**config.mk**
```make
export PLATFORM = sky130hd
export DESIGN_NAME = uart_device
export DESIGN_NICKNAME = d
export VERILOG_FILES = /design/src/rtl/uart_pkg.sv /design/src/rtl/uart_fifo.sv /design/src/rtl/uart_device.sv
export SDC_FILE = /design/constraint.sdc
export NUM_CORES = 1
export LEC_CHECK = 0
export CAP_MARGIN = 15
export CORE_MARGIN = 2
export CORE_UTILIZATION = 60
export DETAILED_ROUTE_END_ITERATION = 8
export PLACE_DENSITY = 0.84
export SYNTH_ARGS = -nofsm -noshare
export SYNTH_HDL_FRONTEND = slang
export SYNTH_SLANG_ARGS = --single-unit
```
**constraint.sdc**
```tcl
create_clock -name clk_i -period 6.28 [get_ports clk_i]
set_clock_uncertainty 0.05 [all_clocks]
set_input_delay 1.256 -clock clk_i [delete_from_list [all_inputs] [get_ports clk_i]]
set_output_delay 1.256 -clock clk_i [all_outputs]
set_load 0.01 [all_outputs]
```
**src/rtl/uart_pkg.sv**
```systemverilog
// Shared register map, status bit positions and FSM encoding for the memory-mapped UART.
package uart_pkg;

    localparam logic [1:0] REG_TXDATA = 2'd0;
    localparam logic [1:0] REG_RXDATA = 2'd1;
    localparam logic [1:0] REG_STATUS = 2'd2;
    localparam logic [1:0] REG_DIV    = 2'd3;

    localparam int STAT_TX_FULL    = 0;
    localparam int STAT_TX_EMPTY   = 1;
    localparam int STAT_RX_VALID   = 2;
    localparam int STAT_RX_OVERRUN = 3;

    localparam int MinDiv = 2;

    typedef enum logic [1:0] {IDLE, START, DATA, STOP} uart_state_e;

endpackage

```
**src/rtl/uart_fifo.sv**
```systemverilog
// Synchronous FIFO with a one-bit-wider count so full and empty are unambiguous.
module uart_fifo #(
    parameter int Width = 8,
    parameter int Depth = 8
) (
    input  logic                     clk_i,
    input  logic                     rst_ni,
    input  logic                     push_i,
    input  logic                     pop_i,
    input  logic [Width-1:0]         wdata_i,
    output logic [Width-1:0]         rdata_o,
    output logic                     full_o,
    output logic                     empty_o,
    output logic [$clog2(Depth):0]   count_o
);
    localparam int PtrW = $clog2(Depth);
    localparam int CntW = PtrW + 1;

    logic [Width-1:0] mem_q [Depth];
    logic [PtrW-1:0]  wr_ptr_q, rd_ptr_q;
    logic [CntW-1:0]  count_q;
    logic             do_push, do_pop;

    assign full_o  = (count_q == CntW'(Depth));
    assign empty_o = (count_q == '0);
    assign count_o = count_q;
    assign rdata_o = mem_q[rd_ptr_q];
    assign do_pop  = pop_i & ~empty_o;
    // A simultaneous pop frees the slot the push needs, so a full FIFO still accepts it.
    assign do_push = push_i & (~full_o | do_pop);

    always_ff @(posedge clk_i) begin
        if (do_push) mem_q[wr_ptr_q] <= wdata_i;
    end

    always_ff @(posedge clk_i) begin
        if (!rst_ni) begin
            wr_ptr_q <= '0;
            rd_ptr_q <= '0;
            count_q  <= '0;
        end else begin
            if (do_push) wr_ptr_q <= wr_ptr_q + 1'b1;
            if (do_pop)  rd_ptr_q <= rd_ptr_q + 1'b1;
            case ({do_push, do_pop})
                2'b10:   count_q <= count_q + 1'b1;
                2'b01:   count_q <= count_q - 1'b1;
                default: ;
            endcase
        end
    end

endmodule

```
**src/rtl/uart_device.sv**
```systemverilog
// Memory-mapped 8N1 UART: TX FIFO + serializer, RX deserializer + holding register, baud divider, irq.
module uart_device
    import uart_pkg::*;
#(
    parameter int DataWidth     = 32,
    parameter int AddrressWidth = 32,
    parameter int TxFifoDepth   = 8,
    parameter int DivWidth      = 16,
    parameter int DefaultDiv    = 434
) (
    input  logic                     clk_i,
    input  logic                     rst_ni,
    input  logic                     device_req_i,
    input  logic [AddrressWidth-1:0] device_addr_i,
    input  logic                     device_we_i,
    input  logic [DataWidth-1:0]     device_wdata_i,
    output logic [DataWidth-1:0]     device_rdata_o,
    output logic                     uart_tx_o,
    input  logic                     uart_rx_i,
    output logic                     irq_o
);
    localparam int CntW = $clog2(TxFifoDepth) + 1;

    logic [1:0]          reg_sel;
    logic                rd_en, wr_en, unused_bus;
    logic [DivWidth-1:0] div_q;
    logic [DataWidth-1:0] rdata_d;

    assign reg_sel    = device_addr_i[3:2];
    assign rd_en      = device_req_i & ~device_we_i;
    assign wr_en      = device_req_i & device_we_i;
    assign unused_bus = ^{device_addr_i, device_wdata_i};

    // ---------------- TX ----------------
    logic            tx_push, tx_pop, tx_full, tx_fifo_empty, tx_empty;
    logic [7:0]      tx_head;
    logic [CntW-1:0] tx_count;

    assign tx_push = wr_en && (reg_sel == REG_TXDATA);

    uart_fifo #(.Width(8), .Depth(TxFifoDepth)) u_tx_fifo (
        .clk_i   (clk_i),
        .rst_ni  (rst_ni),
        .push_i  (tx_push),
        .pop_i   (tx_pop),
        .wdata_i (device_wdata_i[7:0]),
        .rdata_o (tx_head),
        .full_o  (tx_full),
        .empty_o (tx_fifo_empty),
        .count_o (tx_count)
    );

    uart_state_e         tx_state_q, tx_state_d;
    logic [DivWidth-1:0] tx_cnt_q, tx_cnt_d;
    logic [2:0]          tx_bit_q, tx_bit_d;
    logic [7:0]          tx_shift_q, tx_shift_d;
    logic                tx_tick;

    assign tx_tick  = (tx_cnt_q == '0);
    assign tx_empty = (tx_count == '0) && (tx_state_q == IDLE);

    // The bit timer reloads from div_q only at bit boundaries, so DIV writes land on the next bit.
    always_comb begin
        tx_state_d = tx_state_q;
        tx_cnt_d   = tx_tick ? tx_cnt_q : tx_cnt_q - 1'b1;
        tx_bit_d   = tx_bit_q;
        tx_shift_d = tx_shift_q;
        tx_pop     = 1'b0;
        case (tx_state_q)
            IDLE: begin
                tx_cnt_d = tx_cnt_q;
                if (!tx_fifo_empty) begin
                    tx_pop     = 1'b1;
                    tx_shift_d = tx_head;
                    tx_cnt_d   = div_q - 1'b1;
                    tx_state_d = START;
                end
            end
            START: if (tx_tick) begin
                tx_state_d = DATA;
                tx_bit_d   = '0;
                tx_cnt_d   = div_q - 1'b1;
            end
            DATA: if (tx_tick) begin
                tx_cnt_d = div_q - 1'b1;
                if (tx_bit_q == 3'd7) begin
                    tx_state_d = STOP;
                end else begin
                    tx_bit_d   = tx_bit_q + 1'b1;
                    tx_shift_d = tx_shift_q >> 1;
                end
            end
            STOP: if (tx_tick) begin
                if (!tx_fifo_empty) begin
                    tx_pop     = 1'b1;
                    tx_shift_d = tx_head;
                    tx_cnt_d   = div_q - 1'b1;
                    tx_state_d = START;
                end else begin
                    tx_state_d = IDLE;
                end
            end
            default: ;
        endcase
    end

    always_comb begin
        case (tx_state_q)
            START:   uart_tx_o = 1'b0;
            DATA:    uart_tx_o = tx_shift_q[0];
            default: uart_tx_o = 1'b1;
        endcase
    end

    // ---------------- RX ----------------
    logic [1:0]          rx_sync_q;
    logic                rx_prev_q, rx_s, rx_deliver, rx_pop;
    uart_state_e         rx_state_q, rx_state_d;
    logic [DivWidth-1:0] rx_cnt_q, rx_cnt_d;
    logic [2:0]          rx_bit_q, rx_bit_d;
    logic [7:0]          rx_shift_q, rx_shift_d, rx_byte_q;
    logic                rx_valid_q, rx_ovr_q, rx_tick;

    assign rx_s    = rx_sync_q[1];
    assign rx_tick = (rx_cnt_q == '0);
    assign rx_pop  = rd_en && (reg_sel == REG_RXDATA) && rx_valid_q;

    always_comb begin
        rx_state_d = rx_state_q;
        rx_cnt_d   = rx_tick ? rx_cnt_q : rx_cnt_q - 1'b1;
        rx_bit_d   = rx_bit_q;
        rx_shift_d = rx_shift_q;
        rx_deliver = 1'b0;
        case (rx_state_q)
            IDLE: begin
                rx_cnt_d = rx_cnt_q;
                if (rx_prev_q && !rx_s) begin
                    rx_state_d = START;
                    rx_cnt_d   = (div_q >> 1) - 1'b1;
                end
            end
            START: if (rx_tick) begin
                rx_state_d = rx_s ? IDLE : DATA;
                rx_bit_d   = '0;
                rx_cnt_d   = div_q - 1'b1;
            end
            DATA: if (rx_tick) begin
                rx_shift_d = {rx_s, rx_shift_q[7:1]};
                rx_cnt_d   = div_q - 1'b1;
                if (rx_bit_q == 3'd7) rx_state_d = STOP;
                else                  rx_bit_d   = rx_bit_q + 1'b1;
            end
            STOP: if (rx_tick) begin
                rx_deliver = rx_s;
                rx_state_d = IDLE;
            end
            default: ;
        endcase
    end

    // ---------------- Registers ----------------
    always_comb begin
        rdata_d = '0;
        case (reg_sel)
            REG_RXDATA: begin
                rdata_d[DataWidth-1] = rx_valid_q;
                rdata_d[7:0]         = rx_byte_q;
            end
            REG_STATUS: begin
                rdata_d[STAT_TX_FULL]    = tx_full;
                rdata_d[STAT_TX_EMPTY]   = tx_empty;
                rdata_d[STAT_RX_VALID]   = rx_valid_q;
                rdata_d[STAT_RX_OVERRUN] = rx_ovr_q;
            end
            REG_DIV: rdata_d[DivWidth-1:0] = div_q;
            default: ;
        endcase
    end

    always_ff @(posedge clk_i) begin
        if (!rst_ni) begin
            tx_state_q <= IDLE;
            tx_cnt_q   <= '0;
            tx_bit_q   <= '0;
            tx_shift_q <= '0;
            rx_state_q <= IDLE;
            rx_cnt_q   <= '0;
            rx_bit_q   <= '0;
            rx_shift_q <= '0;
            rx_sync_q  <= 2'b11;
            rx_prev_q  <= 1'b1;
        end else begin
            tx_state_q <= tx_state_d;
            tx_cnt_q   <= tx_cnt_d;
            tx_bit_q   <= tx_bit_d;
            tx_shift_q <= tx_shift_d;
            rx_state_q <= rx_state_d;
            rx_cnt_q   <= rx_cnt_d;
            rx_bit_q   <= rx_bit_d;
            rx_shift_q <= rx_shift_d;
            rx_sync_q  <= {rx_sync_q[0], uart_rx_i};
            rx_prev_q  <= rx_s;
        end
    end

    always_ff @(posedge clk_i) begin
        if (!rst_ni) begin
            div_q          <= DivWidth'(DefaultDiv);
            rx_byte_q      <= '0;
            rx_valid_q     <= 1'b0;
            rx_ovr_q       <= 1'b0;
            device_rdata_o <= '0;
            irq_o          <= 1'b0;
        end else begin
            if (wr_en && (reg_sel == REG_DIV))
                div_q <= (device_wdata_i[DivWidth-1:0] < DivWidth'(MinDiv)) ?
                         DivWidth'(MinDiv) : device_wdata_i[DivWidth-1:0];
            if (rd_en) device_rdata_o <= rdata_d;
            if (wr_en && (reg_sel == REG_STATUS) && device_wdata_i[STAT_RX_OVERRUN])
                rx_ovr_q <= 1'b0;
            // A pop clears the byte so a read of an empty RXDATA returns all zeros.
            if (rx_deliver) begin
                if (!rx_valid_q || rx_pop) begin
                    rx_byte_q  <= rx_shift_q;
                    rx_valid_q <= 1'b1;
                end else begin
                    rx_ovr_q <= 1'b1;
                end
            end else if (rx_pop) begin
                rx_valid_q <= 1'b0;
                rx_byte_q  <= '0;
            end
            irq_o <= rx_valid_q | rx_ovr_q;
        end
    end

endmodule

```
==> flow_summary.rst, run 1 <==
.. list-table::
   :header-rows: 1

   * - Metric
     - Value
   * - Setup TNS
     - 0 ns
   * - Final period utilization
     - 61.4%
   * - Routability Congestion
     - 0.918
   * - Post-cts resize count
     - 0
   * - Area growth from synthesis to layout
     - 11.7%
   * - PortBufs
     - 41
   * - Worst hold path startpoint
     - rx_sync_q[0]
   * - Pre-antenna DRT Iters
     - 5
   * - Chip height
     - 129 um
   * - Number of design rule violations left after detail routing
     - 0
   * - Worst-path clk slew
     - 0.08 ns
   * - Number of nets in the layout
     - 1102
   * - Critical path capture point type
     - register
   * - Hold-fix buffer count after cts
     - 0
   * - Post-layout instance count excluding filler cells
     - 1231
   * - Number of setup violations in the final report
     - 0
   * - CTS sink count
     - 182
   * - H-tree level count
     - 4
   * - Data required time of the critical path
     - 6.39 ns
   * - IR Drop Worst-Case VDD
     - 0.230 mV
   * - Worst skew pair latency
     - 0.45 ns
   * - CP Data Arrival Time
     - 3.96 ns
   * - Max Buffers Root-to-Sink
     - 2
   * - Total global routing overflow
     - 0
   * - Average instance area after synthesis
     - 9.34 um2
   * - Cell at the root of the clock tree
     - sky130_fd_sc_hd__clkbuf_16
   * - R2R Path End
     - u_tx_fifo.mem_q[0][5]
   * - Die area
     - 16700 um2
   * - Cell count after placement
     - 1198
   * - Utilization after layout
     - 68.8%
   * - Run status
     - completed
   * - Antenna diodes
     - 0
   * - Unrepaired setup endpoints after global routing
     - false
   * - TritonCTS clock tree
     - built
   * - Largest net degree at the start of global routing
     - 63
   * - Number of global-route vias before repair
     - 7344
   * - Leading cell types in the layout, fill and taps excluded
     - sky130_fd_sc_hd__nand2_1, sky130_fd_sc_hd__dfxtp_1, sky130_fd_sc_hd__nor2_1
   * - Yosys warnings
     - 0
   * - Lkg Pwr
     - 3.65 nW
   * - Cell depth of the worst min-delay path
     - 1
   * - Number of placement rows
     - 45
   * - Worst Hold Path EP
     - rx_sync_q[1]
   * - Post-synthesis cell count
     - 1006
   * - Slack of the worst reg-to-reg path
     - 2.59 ns
   * - Synthesis-stage register bit count
     - 182
   * - Critical path class
     - in -> reg
   * - Routed via count divided by cell count
     - 6.52
   * - Number of enable-type register cells in the synthesized netlist
     - 64
   * - Final routed wirelength across all metal layers
     - 24200 um
   * - Primary FF master, synth
     - sky130_fd_sc_hd__dfxtp_1
   * - Worst hold path type
     - reg -> reg
   * - Final period demand of the worst path
     - 3.85 ns
   * - Die width
     - 129 um
   * - DPL Wire Length
     - 15400 um
   * - Final Slew Violations
     - 0
   * - Critical path launch point type
     - primary input
   * - Async SR Flop Fraction
     - 0%
   * - Reg2reg start
     - tx_cnt_q[0]
   * - Initial core utilization
     - 61.6%
   * - Core area
     - 15300 um2
   * - Proportion of synthesized chip area in sequential cells
     - 45.6%
   * - Post-CTS setup repair buffer count
     - 0
   * - Achievable clock frequency
     - 260 MHz
   * - Depth of the worst register-to-register path
     - 9
   * - Fraction of final layout cells with drive strength greater than 1
     - 9.12%
   * - Slew at the pin closest to its max-slew limit
     - 1.17 ns
   * - I/O pin count
     - 103
   * - Count of cell types in the netlist
     - 81
   * - Highest net fanout along the worst path
     - 14
   * - GRT Total Usage
     - 29.5%
   * - FILL cells
     - 1115
   * - Final hold violation count
     - 0
   * - Slew Limit Headroom
     - 20.9%
   * - Count of antenna-violating nets left after detailed routing
     - 0
   * - Detailed Route Iter0 Violations
     - 917
   * - Initial antenna violation count
     - 0
   * - Total number of vias
     - 8020
   * - Average wire length per cell after detail routing
     - 19.6 um
   * - Max-cap violations
     - 0
   * - Global-route wire length before repair
     - 38400 um
   * - Pwr/cell area
     - 398 nW/um2
   * - Cell area after synthesis
     - 9400 um2
   * - Clock buffers created by TritonCTS
     - 17
==> per-layer routing <==
metal  wire length [um]  GRT usage, %  up-vias
li1                   -             -     3640
met1              10100          40.5     3867
met2              11400          47.1      454
met3               2090          5.70       59
met4                598          10.7        0
met5                  0             0        -
==> worst max path at each step <==
stage                      from                     to  slack, ns  depth (start not counted)
6_report       device_addr_i[3]  u_tx_fifo.mem_q[0][5]       2.43                          5
5_1_grt        device_addr_i[3]  u_tx_fifo.mem_q[0][5]       2.30                          5
4_1_cts        device_addr_i[3]  u_tx_fifo.mem_q[2][0]       2.39                          4
3_5_place_dp   device_addr_i[3]  u_tx_fifo.mem_q[2][4]       2.03                          4
3_3_place_gp   device_addr_i[3]  u_tx_fifo.mem_q[2][5]       2.19                          4
2_1_floorplan  device_addr_i[2]   u_tx_fifo.count_o[3]       3.01                         10
==> Yosys cell counts (18+ instances only) <==
cell type | instances | area, um2
sky130_fd_sc_hd__a21oi_1 | 74 | 370
sky130_fd_sc_hd__a22oi_1 | 20 | 150
sky130_fd_sc_hd__buf_4 | 18 | 135
sky130_fd_sc_hd__clkbuf_1 | 50 | 188
sky130_fd_sc_hd__dfxtp_1 | 118 | 2360
sky130_fd_sc_hd__edfxtp_1 | 64 | 1920
sky130_fd_sc_hd__ha_1 | 25 | 313
sky130_fd_sc_hd__inv_1 | 27 | 101
sky130_fd_sc_hd__nand2_1 | 118 | 443
sky130_fd_sc_hd__nand3_1 | 38 | 190
sky130_fd_sc_hd__nor2_1 | 91 | 342
sky130_fd_sc_hd__nor3_1 | 33 | 165
sky130_fd_sc_hd__nor4_1 | 20 | 125
sky130_fd_sc_hd__o21ai_0 | 38 | 190
sky130_fd_sc_hd__xor2_1 | 18 | 158
==> worst max-delay path, cell delays in order <==
cell	delay, ns
sky130_fd_sc_hd__clkdlybuf4s50_1	0.70
sky130_fd_sc_hd__nor3_1	0.58
sky130_fd_sc_hd__nand2_1	0.22
sky130_fd_sc_hd__nor4_1	0.88
sky130_fd_sc_hd__buf_4	0.32
==> final cells by class <==
| class | instances | area, um2 | share of cell area (%) |
|---|---|---|---|
| inverters | 30 | 113 | 1.07 |
| multi-input cells | 727 | 4680 | 44.6 |
| flip-flops and latches | 182 | 4280 | 40.8 |
| well taps | 211 | 264 | 2.51 |
| clock buffers | 18 | 450 | 4.29 |
| clock inverters | 14 | 218 | 2.07 |
| repair buffers | 49 | 490 | 4.67 |
==> sequential cells by signal (all words and copies together), names as in the netlist, named ones only <==
register,count
device_rdata_o,17
div_q,16
irq_o,1
rx_bit_q,3
rx_byte_q,8
rx_cnt_q,16
rx_ovr_q,1
rx_prev_q,1
rx_shift_q,8
rx_state_q,1
rx_sync_q,2
rx_valid_q,1
tx_bit_q,3
tx_cnt_q,16
tx_shift_q,8
tx_state_q,2
u_tx_fifo.count_o,4
u_tx_fifo.mem_q,64
u_tx_fifo.rd_ptr_q,3
u_tx_fifo.wr_ptr_q,3
==> through the flow <==
step / worst slack, ns / cell area [um2] / total power [mW] / hold WS [ns]
finish: 2.43 / 10500 / 4.17 / 0.372
global route: 2.30 / 10500 / 4.39 / 0.385
CTS: 2.39 / 10500 / 4.13 / 0.374
detailed placement: 2.03 / 9800 / 2.97 / 0.360
global placement: 2.19 / 9800 / 2.93 / 0.346
floorplan: 3.01 / 9450 / 2.66 / 0.336
==> report_power, final <==
group / switching (mW) / leakage [nW] / internal [mW]
combinational: 0.975 / 1.80 / 0.589
sequential: 0.127 / 1.54 / 1.32
clock: 0.575 / 0.319 / 0.585
==> logic make-up after synthesis <==
group,count (synthesis),synth area share (%)
flip-flops,182,45.6
adder cells (fa/ha/maj),26,3.54
other,1,0.0399
AO/OA/AOI/OAI,227,15.7
XOR/XNOR,35,3.26
multiplexers,39,6.42
AND/OR/NAND/NOR,385,20.2
buffers and inverters,111,5.26
(Power assumes the default switching activity.)
==> run 2: changes to the inputs <==
Settings changed: CORE_UTILIZATION 60 to 57, PLACE_DENSITY 0.84 to 0.81.
Clock period 6.28 ns to 3.7 ns, I/O delays scaled along.
==> run 2 against run 1 <==
Die area up 5.1%. Sequential share of layout area down 0.35 points. Wire length down 3.6%. Critical path type is now reg -> reg.
==> flow_summary.rst, run 2 (synthesis gave the netlist of run 1 again) <==
.. list-table::
   :header-rows: 1

   * - Metric
     - Value
   * - Run status
     - completed
   * - Number of design rule violations left after detail routing
     - 0
   * - Final period utilization
     - 90.5%
   * - Depth of the worst register-to-register path
     - 14
   * - Achievable clock frequency
     - 299 MHz
   * - Slack of the worst reg-to-reg path
     - 0.35 ns
   * - Initial antenna violation count
     - 0
   * - Minimum setup slack in the final design
     - 0.352 ns
   * - Worst stage delay on the critical path
     - 0.61 ns
   * - Worst hold path startpoint
     - rx_sync_q[0]
   * - Worst Hold Path EP
     - rx_sync_q[1]
   * - Critical path launch point type
     - register
   * - CP Data Arrival Time
     - 3.63 ns
   * - Cell depth of the worst min-delay path
     - 1
   * - IR Drop Worst-Case VDD
     - 0.415 mV
   * - Number of setup violations in the final report
     - 0
   * - R2R Path End
     - u_tx_fifo.count_o[3]
   * - Clock buffers created by TritonCTS
     - 17
   * - Number of global-route vias before repair
     - 7398
   * - Total number of vias
     - 7948
   * - Pre-antenna DRT Iters
     - 5
   * - Area used by multi-input combinational logic
     - 4670 um2
   * - Cell Chain, Critical Path
     - inv_1, ha_1, or4b_2, nor2_1, nand4b_2, nand2_2, nand2_1, inv_2, ha_1, a21o_1, a21o_1, a211oi_1, o21ai_0, nor3b_1
   * - Worst-path clk slew
     - 0.07 ns
   * - Antenna diodes
     - 0
   * - Slowest stage cell on the critical path
     - sky130_fd_sc_hd__or4b_2
   * - Total global routing overflow
     - 0
   * - I/O pin count
     - 103
   * - Lkg Pwr
     - 3.73 nW
   * - Critical path class
     - reg -> reg
   * - Slew Limit Headroom
     - 38.5%
   * - DPL Wire Length
     - 15700 um
   * - Number of flip-flops under the largest register name
     - 64
   * - Post-CTS setup repair buffer count
     - 0
   * - Routability Congestion
     - 0.955
   * - Average wire length per cell after detail routing
     - 18.5 um
   * - Die area
     - 17500 um2
   * - Data required time of the critical path
     - 3.98 ns
   * - Routed via count divided by cell count
     - 6.31
   * - Largest reg by FF count
     - u_tx_fifo.mem_q
   * - Hold-fix buffer count after cts
     - 0
   * - Die width
     - 132 um
   * - Sequential cell area
     - 4280 um2
   * - Setup TNS
     - 0 ns
   * - Critical path capture point type
     - register
   * - Number of nets in the layout
     - 1125
   * - H-tree level count
     - 4
   * - FILL cells
     - 1228
   * - PortBufs
     - 41
   * - Chip height
     - 132 um
   * - Final hold violation count
     - 0
   * - Cell class contributing the biggest share of worst-path delay
     - simple AND/OR/NAND/NOR gates
   * - CTS sink count
     - 182
   * - Leading cell types in the layout, fill and taps excluded
     - sky130_fd_sc_hd__nand2_1, sky130_fd_sc_hd__dfxtp_1, sky130_fd_sc_hd__nor2_1
   * - Max-cap violations
     - 0
   * - Cell at the root of the clock tree
     - sky130_fd_sc_hd__clkbuf_16
   * - Worst skew pair latency
     - 0.44 ns
   * - Largest registers ranked by flip-flop count
     - u_tx_fifo.mem_q (64), device_rdata_o (17)
   * - Slew at the pin closest to its max-slew limit
     - 0.909 ns
   * - TritonCTS clock tree
     - built
   * - Reg2reg start
     - tx_cnt_q[0]
   * - Utilization after layout
     - 66.2%
   * - Highest net fanout along the worst path
     - 8
   * - Crit path buffers/inverters
     - 2
   * - Global-route wire length before repair
     - 37600 um
   * - Pwr/cell area
     - 665 nW/um2
   * - Unrepaired setup endpoints after global routing
     - false
   * - Initial core utilization
     - 58.7%
   * - Worst-case setup slack after placement
     - 0.364 ns
   * - Count of antenna-violating nets left after detailed routing
     - 0
   * - Area growth from synthesis to layout
     - 12.7%
   * - Fraction of final layout cells with drive strength greater than 1
     - 11.0%
   * - Worst hold path type
     - reg -> reg
   * - Max Buffers Root-to-Sink
     - 2
   * - Final Slew Violations
     - 0
   * - Core area
     - 16000 um2
   * - Final period demand of the worst path
     - 3.35 ns
   * - Largest net degree at the start of global routing
     - 34
   * - Detailed Route Iter0 Violations
     - 731
   * - Final routed wirelength across all metal layers
     - 23300 um
   * - Post-cts resize count
     - 0
   * - GRT Total Usage
     - 26.7%
   * - Number of placement rows
     - 46
-- run 2: cell count changes in the layout (fill, tap and decap cells not counted), sizes merged --
| cell | before | now |
|---|---|---|
| clkinv | 8 | 5 |
| clkinvlp | 0 | 3 |
| bufinv | 0 | 1 |
| buf | 8 | 31 |
| clkbuf | 18 | 17 |
-- run 2: report_power, final --
part           internal, mW  switching (mW)  total (mW)
Clock                 0.970           0.876        1.85
Combinational          1.07            1.68        2.74
Sequential             2.25           0.211        2.46
Total                  4.28            2.76        7.05
-- run 2: how the worst max path moves through the flow --
stage | endpoint | slack, ns | depth (start not counted) | startpoint
final | u_tx_fifo.count_o[3] | 0.35 | 14 | tx_cnt_q[0]
after global routing | u_tx_fifo.count_o[3] | 0.06 | 14 | tx_cnt_q[0]
after CTS | u_tx_fifo.count_o[3] | 0.37 | 14 | tx_cnt_q[0]
after detailed placement | u_tx_fifo.count_o[3] | 0.36 | 11 | device_we_i
after global placement | u_tx_fifo.count_o[3] | 0.42 | 11 | device_req_i
after floorplan | u_tx_fifo.count_o[3] | 0.61 | 14 | tx_cnt_q[0]
-- run 2: worst register-to-register path: stages, from the launching register on --
cell	delay [ns]
sky130_fd_sc_hd__dfxtp_1	0.35
sky130_fd_sc_hd__inv_1	0.14
sky130_fd_sc_hd__ha_1	0.17
sky130_fd_sc_hd__or4b_2	0.61
sky130_fd_sc_hd__nor2_1	0.25
sky130_fd_sc_hd__nand4b_2	0.19
sky130_fd_sc_hd__nand2_2	0.15
sky130_fd_sc_hd__nand2_1	0.11
sky130_fd_sc_hd__inv_2	0.13
sky130_fd_sc_hd__ha_1	0.24
sky130_fd_sc_hd__a21o_1	0.18
sky130_fd_sc_hd__a21o_1	0.18
sky130_fd_sc_hd__a211oi_1	0.22
sky130_fd_sc_hd__o21ai_0	0.12
sky130_fd_sc_hd__nor3b_1	0.14
-- run 2: stage by stage --
stage	hold WS, ns	power, mW	instance area [um2]	instances
2_1_floorplan	0.336	4.52	9450	1020
3_3_place_gp	0.342	5.09	9980	1227
3_5_place_dp	0.361	5.15	9980	1227
4_1_cts	0.377	6.99	10600	1259
5_1_grt	0.384	7.43	10600	1259
6_report	0.371	7.05	10600	1259
-- run 2: routing by layer --
metal  share of wire [%]  GRT usage (%)  wire length [um]  vias up
met5                   0              0                 0        -
met4                 3.2           11.9               741        0
met3                 8.2           4.71              1910       72
met2                  46           42.2             10800      421
met1                  42           36.2              9840     3774
li1                    -              -                 -     3681
-- run 2: final cells by class --
cell class                      instances  area share, %
Tap cell                              216           2.55
Multi-Input combinational cell        727           44.1
Inverter                               30           1.06
Sequential cell                       182           40.5
Clock inverter                         15           1.70
Clock buffer                           17           4.02
Timing Repair Buffer                   72           6.07
==> run 3: changes to the inputs <==
--- a/config.mk
+++ b/config.mk
@@ -9,4 +9,5 @@
 export CORE_MARGIN = 2
 export CORE_UTILIZATION = 57
+export CTS_CLUSTER_SIZE = 40
 export DETAILED_ROUTE_END_ITERATION = 8
 export PLACE_DENSITY = 0.81
==> constraint.sdc (replaced) <==
create_clock -name clk_i -period 3.7 [get_ports clk_i]
set_clock_uncertainty 0.05 [all_clocks]
set_input_delay 0.555 -clock clk_i [delete_from_list [all_inputs] [get_ports clk_i]]
set_output_delay 0.555 -clock clk_i [all_outputs]
set_load 0.01 [all_outputs]
==> run 3 against run 2 <==
Count of clock-buffer cells in the layout unchanged. Hold slack improved by 0.00068 ns. Sequential power hardly changed. First-iteration DRC count rose by 28%.
==> flow_summary.rst, run 3 (synthesis gave the netlist of run 1 again) <==
.. list-table::
   :header-rows: 1

   * - Metric
     - Value
   * - Total global routing overflow
     - 0
   * - Routed via count divided by cell count
     - 6.29
   * - FILL cells
     - 1247
   * - Initial core utilization
     - 58.7%
   * - Clock buffers created by TritonCTS
     - 17
   * - Slew at the pin closest to its max-slew limit
     - 0.915 ns
   * - Utilization after layout
     - 66.5%
   * - Count of antenna-violating nets left after detailed routing
     - 0
   * - Number of design rule violations left after detail routing
     - 0
   * - Final Slew Violations
     - 0
   * - GRT met2 Usage
     - 42.4%
   * - I/O pin count
     - 103
   * - Cell at the root of the clock tree
     - sky130_fd_sc_hd__clkbuf_16
   * - Most Crowded Layer GR
     - met2
   * - Number of nets in the layout
     - 1122
   * - Global-route wire length before repair
     - 37900 um
   * - Core area
     - 16000 um2
   * - Setup TNS
     - 0 ns
   * - Final routed wirelength across all metal layers
     - 23400 um
   * - Detailed Route Iter0 Violations
     - 939
   * - Leading cell types in the layout, fill and taps excluded
     - sky130_fd_sc_hd__nand2_1, sky130_fd_sc_hd__dfxtp_1, sky130_fd_sc_hd__nor2_1
   * - Worst skew pair latency
     - 0.45 ns
   * - IR Drop Worst-Case VDD
     - 0.391 mV
   * - DPL Wire Length
     - 15800 um
   * - PortBufs
     - 41
   * - Final period utilization
     - 92.3%
   * - Max-cap violations
     - 0
   * - Max Buffers Root-to-Sink
     - 2
   * - Highest net fanout along the worst path
     - 8
   * - R2R Path End
     - u_tx_fifo.count_o[3]
   * - Critical path capture point type
     - register
   * - GRT Total Usage
     - 27.1%
   * - H-tree level count
     - 4
   * - Worst-path clk slew
     - 0.08 ns
   * - TritonCTS clock tree
     - built
   * - Worst hold path type
     - reg -> reg
   * - CP startpoint
     - tx_cnt_q[0]
   * - Routability Congestion
     - 0.941
   * - Unrepaired setup endpoints after global routing
     - false
   * - Largest registers ranked by flip-flop count
     - u_tx_fifo.mem_q (64), device_rdata_o (17)
   * - Pre-antenna DRT Iters
     - 5
   * - Total number of vias
     - 7895
   * - Final period demand of the worst path
     - 3.41 ns
   * - Slack of the worst reg-to-reg path
     - 0.29 ns
   * - Largest net degree at the start of global routing
     - 53
   * - Achievable clock frequency
     - 293 MHz
   * - Fraction of final layout cells with drive strength greater than 1
     - 10.9%
   * - Number of global-route vias before repair
     - 7289
   * - Lkg Pwr
     - 3.75 nW
   * - Number of flip-flops under the largest register name
     - 64
   * - Area growth from synthesis to layout
     - 13.2%
   * - Chip height
     - 132 um
   * - Number of setup violations in the final report
     - 0
   * - Critical path class
     - reg -> reg
   * - Die width
     - 132 um
   * - Data required time of the critical path
     - 3.98 ns
   * - Initial antenna violation count
     - 0
   * - Die area
     - 17500 um2
   * - Met1 global-route usage
     - 38.0%
   * - Critical path destination
     - u_tx_fifo.count_o[3]
   * - Critical path launch point type
     - register
   * - Largest reg by FF count
     - u_tx_fifo.mem_q
   * - Antenna diodes
     - 0
   * - CTS sink count
     - 182
   * - Slew Limit Headroom
     - 38.7%
   * - Final hold violation count
     - 0
   * - Pwr/cell area
     - 679 nW/um2
   * - GR Util met3
     - 4.44%
   * - Post-CTS setup repair buffer count
     - 0
   * - Run status
     - completed
   * - Number of placement rows
     - 46
   * - Average wire length per cell after detail routing
     - 18.6 um
   * - Depth of the worst register-to-register path
     - 14
   * - Reg2reg start
     - tx_cnt_q[0]
   * - CP Data Arrival Time
     - 3.70 ns
## run 3: cell types whose count changed in the layout (fill, tap and decap cells not counted), sizes merged
cell | previous run | this run
buf | 31 | 28
bufinv | 1 | 2
clkinv | 5 | 6
clkinvlp | 3 | 0
inv | 36 | 37
## run 3: power breakdown
group	internal, mW	switching (mW)
logic	1.07	1.70
registers	2.25	0.210
clock network	1.07	0.929
total	4.38	2.83
## run 3: routing by layer
layer | vias to the layer above | wire length [um]
met5 | - | 0
met4 | 0 | 550
met3 | 46 | 2020
met2 | 403 | 10900
met1 | 3764 | 9910
li1 | 3682 | -
## run 3: how the worst min path moves through the flow
| stage | startpoint | end | slack (ns) | cells past startpoint |
|---|---|---|---|---|
| 2_1_floorplan | rx_sync_q[0] | rx_sync_q[1] | 0.34 | 1 |
| 3_3_place_gp | rx_sync_q[0] | rx_sync_q[1] | 0.34 | 1 |
| 3_5_place_dp | rx_sync_q[0] | rx_sync_q[1] | 0.35 | 1 |
| 4_1_cts | rx_sync_q[0] | rx_sync_q[1] | 0.37 | 1 |
| 5_1_grt | rx_sync_q[0] | rx_sync_q[1] | 0.38 | 1 |
| 6_report | rx_sync_q[0] | rx_sync_q[1] | 0.37 | 1 |
## run 3: timing repair
action                     CTS  global route
hold buffers                 0             0
setup endpoints to repair    0             1
gates resized for setup      0             1
## run 3: per-stage QoR
| stage | instance area [um2] | worst slack [ns] | std cells | hold WS (ns) | total power [mW] |
|---|---|---|---|---|---|
| after floorplan | 9450 | 0.609 | 1020 | 0.336 | 4.52 |
| after global placement | 9970 | 0.453 | 1224 | 0.343 | 5.10 |
| after detailed placement | 9970 | 0.286 | 1224 | 0.351 | 5.18 |
| after CTS | 10600 | 0.264 | 1256 | 0.370 | 7.17 |
| after global routing | 10600 | 0.0915 | 1256 | 0.384 | 7.62 |
| final | 10600 | 0.286 | 1256 | 0.372 | 7.22 |
## run 3: layout make-up
cell class,instances,area (um2),area share [%]
repair buffers,69,633,5.95
clock inverters,15,236,2.22
flip-flops and latches,182,4280,40.3
clock buffers,17,425,4.00
multi-input cells,727,4680,44.0
well taps,216,270,2.54
inverters,30,113,1.06
## run 3: critical path, cell delays in order (launching register included)
cell                       delay (ns)
sky130_fd_sc_hd__dfxtp_1         0.35
sky130_fd_sc_hd__inv_1           0.13
sky130_fd_sc_hd__ha_1            0.18
sky130_fd_sc_hd__or4b_2          0.62
sky130_fd_sc_hd__nor2_2          0.20
sky130_fd_sc_hd__nand4b_2        0.18
sky130_fd_sc_hd__nand2_2         0.15
sky130_fd_sc_hd__nand2_1         0.11
sky130_fd_sc_hd__inv_2           0.14
sky130_fd_sc_hd__ha_1            0.24
sky130_fd_sc_hd__a21o_1          0.17
sky130_fd_sc_hd__a21o_1          0.19
sky130_fd_sc_hd__a211oi_1        0.27
sky130_fd_sc_hd__o21ai_0         0.16
sky130_fd_sc_hd__nor3b_1         0.16
==> RTL edit 1, RTL diff (flow settings as in run 3) <==
Encoding of `uart_state_e`: now Gray code (2 bits for 4 states).
--- a/src/rtl/uart_pkg.sv
+++ b/src/rtl/uart_pkg.sv
@@ -13,7 +13,7 @@
 
     localparam int MinDiv = 2;
 
-    typedef enum logic [1:0] {IDLE, START, DATA, STOP} uart_state_e;
+    typedef enum logic [1:0] {IDLE = 2'b00, START = 2'b01, DATA = 2'b11, STOP = 2'b10} uart_state_e;
 
 endpackage
 
Function: same outputs for any inputs over 4 cycles, from zero or initial values and one cycle with rst_ni low; so few cycles prove little.
==> RTL edit 1 against run 3 <==
- hold slack worse by 0.0066 ns
- setup slack worse by 0.036 ns
- sequential cell count unchanged
- design area decreased by 5.7%
- synthesized cell count decreased by 9.3%
- highest routed layer is now met5
- routed wire length down 5.8%
- area after synthesis down 5.7%
- cell count shrank 8.9%
- largest cell class is now registers
- maximum frequency fell by 1.0%
- total power decreased by 9.7%
==> RTL edit 1: results (changes against run 3) <==
[setup_path]
arrival_ns=3.76  ; +0.06 ns
max_stage_delay_ns=0.56  ; -0.06 ns
worst_r2r_path_depth=10  ; -4
cp_slowest_cell=or4_4
r2r-start=tx_cnt_q[6]
rrSetupSlack_ns=0.25  ; -0.04 ns

[drt]
wl_met2_mm=10.1  ; -7.6%
highest_layer=met5
wl_met3_mm=2.06  ; +2.0%
firstDrtPassIters=6  ; +1
routedWlPerCell_microns=19.3  ; +3.4%
drt_iter0_drc=865  ; -7.9%
wirelength_mm=22.0  ; -5.8%
wl_met1_mm=9.46  ; -4.6%
vias_per_cell=6.41  ; +1.9%

[layout]
drive_gt1_frac=0.104  ; -0.00510
fin_nets=1027  ; -8.5%

[clocking]
worst_skew_pair.late_latency_ns=0.45  ; about the same
cts_resized=0  ; unchanged
clk_pin_slew_ns=0.08  ; about the same
cts_buffer_depth=2  ; unchanged

[grt]
grt_pass1_wl_mm=35.4  ; -6.5%
grt.total_usage=0.275  ; +0.00474
grt_start_max_net_pins=43  ; -19%
antenna_found_initial=1  ; +1
grt_pass1_vias=6825  ; -6.4%

[power_and_ir_drop]
switching_share=0.382  ; -0.0109
irDropWorstVdd_mv=0.401  ; +2.4%
p_leak_nw=3.54  ; -5.7%

[timing]
tightest_slew_ns=0.986  ; +0.0710 ns

[logic_synthesis]
synth.area.top_cells=dfxtp_1 (27%), edfxtp_1 (22%), nand2_1 (5.0%)
synth.top_cells.by_count=dfxtp_1 (118), nand2_1 (118), nor2_1 (69)
ys_seq_area_frac=0.483  ; +0.0275
synthDistinctLibCells=73  ; -9.9%
syn_area_per_cell_sq_um=9.72  ; +4.0%

[place]
dp_hpwl_mm=15.1  ; -4.4%
gp_congestion=0.927  ; -1.5%

[outcome]
status=completed

==> RTL edit 1: cell types whose count changed after synthesis, moves of 7 or more <==
cell | run 3 | this run
a21oi_1 | 74 | 61
a22o_1 | 2 | 9
clkbuf_1 | 50 | 41
ha_1 | 25 | 14
inv_1 | 27 | 14
nand3_1 | 38 | 29
nor2_1 | 91 | 69
o21ai_0 | 38 | 30
o2bb2ai_1 | 0 | 7
==> RTL edit 1: worst min-delay path by stage <==
stage	end	slack (ns)	cells past startpoint
after detailed placement	rx_sync_q[1]	0.35	1
final	rx_sync_q[1]	0.36	1
after global placement	rx_sync_q[1]	0.34	1
after CTS	rx_sync_q[1]	0.37	1
after global routing	rx_sync_q[1]	0.39	1
after floorplan	rx_sync_q[1]	0.34	1
==> RTL edit 1: cell type report <==
| class | instances | area (sq um) |
|---|---|---|
| clock buffers | 17 | 425 |
| fillers | 1174 | 5170 |
| flip-flops and latches | 182 | 4280 |
| clock inverters | 15 | 176 |
| multi-input cells | 660 | 4250 |
| well taps | 188 | 235 |
| repair buffers | 67 | 606 |
| inverters | 15 | 56.3 |
==> RTL edit 1: per-layer routing <==
| layer | vias up | track usage |
|---|---|---|
| met5 | - | 0 |
| met4 | 2 | 0.0876 |
| met3 | 42 | 0.0620 |
| met2 | 334 | 0.423 |
| met1 | 3510 | 0.391 |
| li1 | 3443 | - |
==> RTL edit 1: power groups by stage <==
stage	Combinational [mW]	Sequential, mW	Clock (mW)
finish	2.16	2.52	1.84
global route	2.37	2.56	1.93
CTS	2.12	2.52	1.85
detailed placement	2.09	2.56	0
global placement	2.06	2.55	0
floorplan	1.67	2.44	0
==> RTL edit 1: cell families (layout without fill, tap and decap cells) <==
| kind of cell | count (synthesis) | count (layout) | share of synthesized area |
|---|---|---|---|
| compound gates | 212 | 212 | 0.157 |
| xor+xnor | 32 | 32 | 0.0316 |
| fa+ha+maj | 15 | 15 | 0.0220 |
| buf+inv | 84 | 114 | 0.0445 |
| flops | 182 | 182 | 0.483 |
| mux | 41 | 41 | 0.0704 |
| other cells | 1 | 15 | 0.000423 |
| simple gates | 345 | 345 | 0.190 |
==> RTL edit 1: per-stage QoR <==
stage,cell area [sq um],worst slack [ns],utilization,total power [mW]
2_1_floorplan,8920,0.505,-,4.11
3_3_place_gp,9430,0.453,0.620,4.61
3_5_place_dp,9430,0.389,0.620,4.65
4_1_cts,10000,0.270,0.660,6.49
5_1_grt,10000,0.0231,0.660,6.86
6_report,10000,0.250,0.660,6.52
==> RTL edit 1: worst reg2reg max path: stages (launching register included) <==
cell and delay, ns:
dfxtp_1 0.37, or4_4 0.56, nor3_4 0.29, a21oi_1 0.16, nor3_2 0.41, ha_1 0.32
a21o_1 0.18, a21oi_1 0.21, or4b_1 0.52, nand3_1 0.11, nor3b_1 0.18
==> RTL edit 2, RTL diff (flow settings as in run 3) <==
Without the edit above. Change the parameter `DefaultDiv` from 434 to 217.
--- a/src/rtl/uart_device.sv
+++ b/src/rtl/uart_device.sv
@@ -6,7 +6,7 @@
     parameter int AddrressWidth = 32,
     parameter int TxFifoDepth   = 8,
     parameter int DivWidth      = 16,
-    parameter int DefaultDiv    = 434
+    parameter int DefaultDiv    = 217
 ) (
     input  logic                     clk_i,
     input  logic                     rst_ni,
Function: changed (a bounded check fails within 4 cycles, from zero or initial values and one cycle with rst_ni low).
==> RTL edit 2 against run 3 <==
- area after synthesis stayed put
- setup slack better by 0.0014 ns
- sequential cell count stayed put
- first-iteration DRC count is 1.9% lower
- routed wire length is 3.2% higher
- count of clock-buffer cells in the layout stayed put
- design area is 0.68% lower
- total power is 0.84% lower
- critical path type unchanged
- largest cell class unchanged
==> RTL edit 2: results (changes against run 3) <==
[outcome]
status=completed

[place]
dp.cells=1221  ; -0.25%
dp_hpwl_mm=15.8  ; about the same
gp_congestion=0.922  ; -2.0%
io_buffer_count=41  ; unchanged

[clocking]
cts-root-buf=clkbuf_16
cts_buffer_depth=2  ; unchanged
cts_resized=0  ; unchanged
cts_max_level=4  ; unchanged
numCtsBuffers=17  ; unchanged
clk_pin_slew_ns=0.08  ; about the same
worst_skew_pair.late_latency_ns=0.44
cts_setup_buffers=0  ; unchanged

[layout]
drive_gt1_frac=0.108  ; -0.000650
fin_nets=1119  ; -0.27%
top_regs=u_tx_fifo.mem_q x64, device_rdata_o x17
n_antenna_cell=0  ; unchanged
fillCellCount=1240  ; -0.56%

[grt]
grt_pass1_vias=7508  ; +3.0%
grt_pass1_wl_mm=38.6  ; +1.9%
grt.total_usage=0.276  ; +0.00531
grt_start_max_net_pins=59  ; +11%
antenna_found_initial=0  ; unchanged

[drt]
vias_per_cell=6.33  ; +0.73%
firstDrtPassIters=7  ; +2
drt_iter0_drc=921  ; -1.9%
wirelength_mm=24.1  ; +3.2%
vias=7934  ; +0.49%

[timing]
maxSlewHeadroom=0.324  ; -0.0633

[setup_path]
max_stage_delay_ns=0.62  ; about the same
r2r-start=tx_cnt_q[0]
worstPathMaxFanout=8  ; unchanged
cp_slowest_cell=or4b_2
r2r-end=u_tx_fifo.count_o[3]
worst_r2r_path_depth=14  ; unchanged
rrSetupSlack_ns=0.29

[logic_synthesis]
yosys_warnings=0  ; unchanged
synth.top_cells.by_count=dfxtp_1 (118), nand2_1 (116), nor2_1 (91)
synth.area.top_cells=dfxtp_1 (25%), edfxtp_1 (20%), nand2_1 (4.6%)
ys.flop_type=dfxtp_1
async_flop_share=0  ; unchanged
synth-edff-count=64  ; unchanged
syn_inst=1004  ; -0.20%
synth_top_area_cell=dfxtp_1
ys_seq_area_frac=0.456  ; unchanged
synthDistinctLibCells=81  ; unchanged

[min_path]
min_path_type=register to register
hold_path.startpoint=rx_sync_q[0]
worstHoldEndpoint=rx_sync_q[1]
whs_path_depth=1  ; unchanged

[power_and_ir_drop]
irDropWorstVdd_mv=0.477  ; +22%
p_leak_nw=3.72  ; -0.84%

-- RTL edit 2: cell families after synthesis --
logic type                 Yosys count  synth area share
AOI/OAI and AO/OA                  227             0.158
xor gates and xnor gates            35            0.0326
adders and majority gates           26            0.0354
buffers and inverters              111            0.0526
DFF                                182             0.456
muxes                               39            0.0642
other                                1          0.000399
and+or+nand+nor                    383             0.201
-- RTL edit 2: critical path: cells and delay by family, from the launching register on --
kind / cells / cell delay (ns)
compound gates: 4 / 0.71
flops: 1 / 0.35
simple gates: 6 / 1.43
buf+inv: 2 / 0.27
fa+ha+maj: 2 / 0.45
-- RTL edit 2: worst max path at each step --
| stage | slack, ns | from | to | depth (start not counted) |
|---|---|---|---|---|
| 3_3_place_gp | 0.34 | tx_cnt_q[0] | u_tx_fifo.count_o[3] | 14 |
| 2_1_floorplan | 0.61 | tx_cnt_q[0] | u_tx_fifo.count_o[3] | 14 |
| 3_5_place_dp | 0.23 | tx_cnt_q[0] | u_tx_fifo.count_o[3] | 14 |
| 4_1_cts | 0.20 | tx_cnt_q[0] | u_tx_fifo.count_o[3] | 14 |
| 5_1_grt | 0.06 | tx_cnt_q[0] | u_tx_fifo.count_o[3] | 14 |
| 6_report | 0.29 | tx_cnt_q[0] | u_tx_fifo.count_o[3] | 14 |
-- RTL edit 2: metrics by stage --
step	hold slack (ns)	setup WS (ns)	cell area (sq um)	total power, mW	util
3_5_place_dp	0.352	0.227	9970	5.28	0.623
6_report	0.370	0.287	10600	7.16	0.660
2_1_floorplan	0.336	0.609	9450	4.61	-
4_1_cts	0.378	0.204	10600	7.08	0.660
5_1_grt	0.413	0.0566	10600	7.58	0.660
3_3_place_gp	0.340	0.343	9970	5.21	0.623
-- RTL edit 2: final cells by class --
| cell class | instances | share of cell area |
|---|---|---|
| well taps | 216 | 0.0256 |
| multi-input cells | 725 | 0.443 |
| flip-flops and latches | 182 | 0.405 |
| inverters | 30 | 0.0107 |
| repair buffers | 68 | 0.0592 |
| clock inverters | 15 | 0.0154 |
| clock buffers | 17 | 0.0403 |
-- RTL edit 2: power breakdown --
part | total [mW] | switching (mW) | leakage (nW) | internal, mW
combinational | 2.89 | 1.77 | 1.89 | 1.12
sequential | 2.47 | 0.221 | 1.54 | 2.25
clock | 1.80 | 0.891 | 0.292 | 0.910
total | 7.16 | 2.88 | 3.72 | 4.28
-- RTL edit 2: per-layer routing --
layer | track usage | share of wire | wire (microns) | vias to the layer above
li1 | - | - | - | 3663
met1 | 0.369 | 0.41 | 9960 | 3736
met2 | 0.443 | 0.47 | 11400 | 463
met3 | 0.0602 | 0.087 | 2110 | 72
met4 | 0.102 | 0.030 | 712 | 0
met5 | 0 | 0 | 0 | -
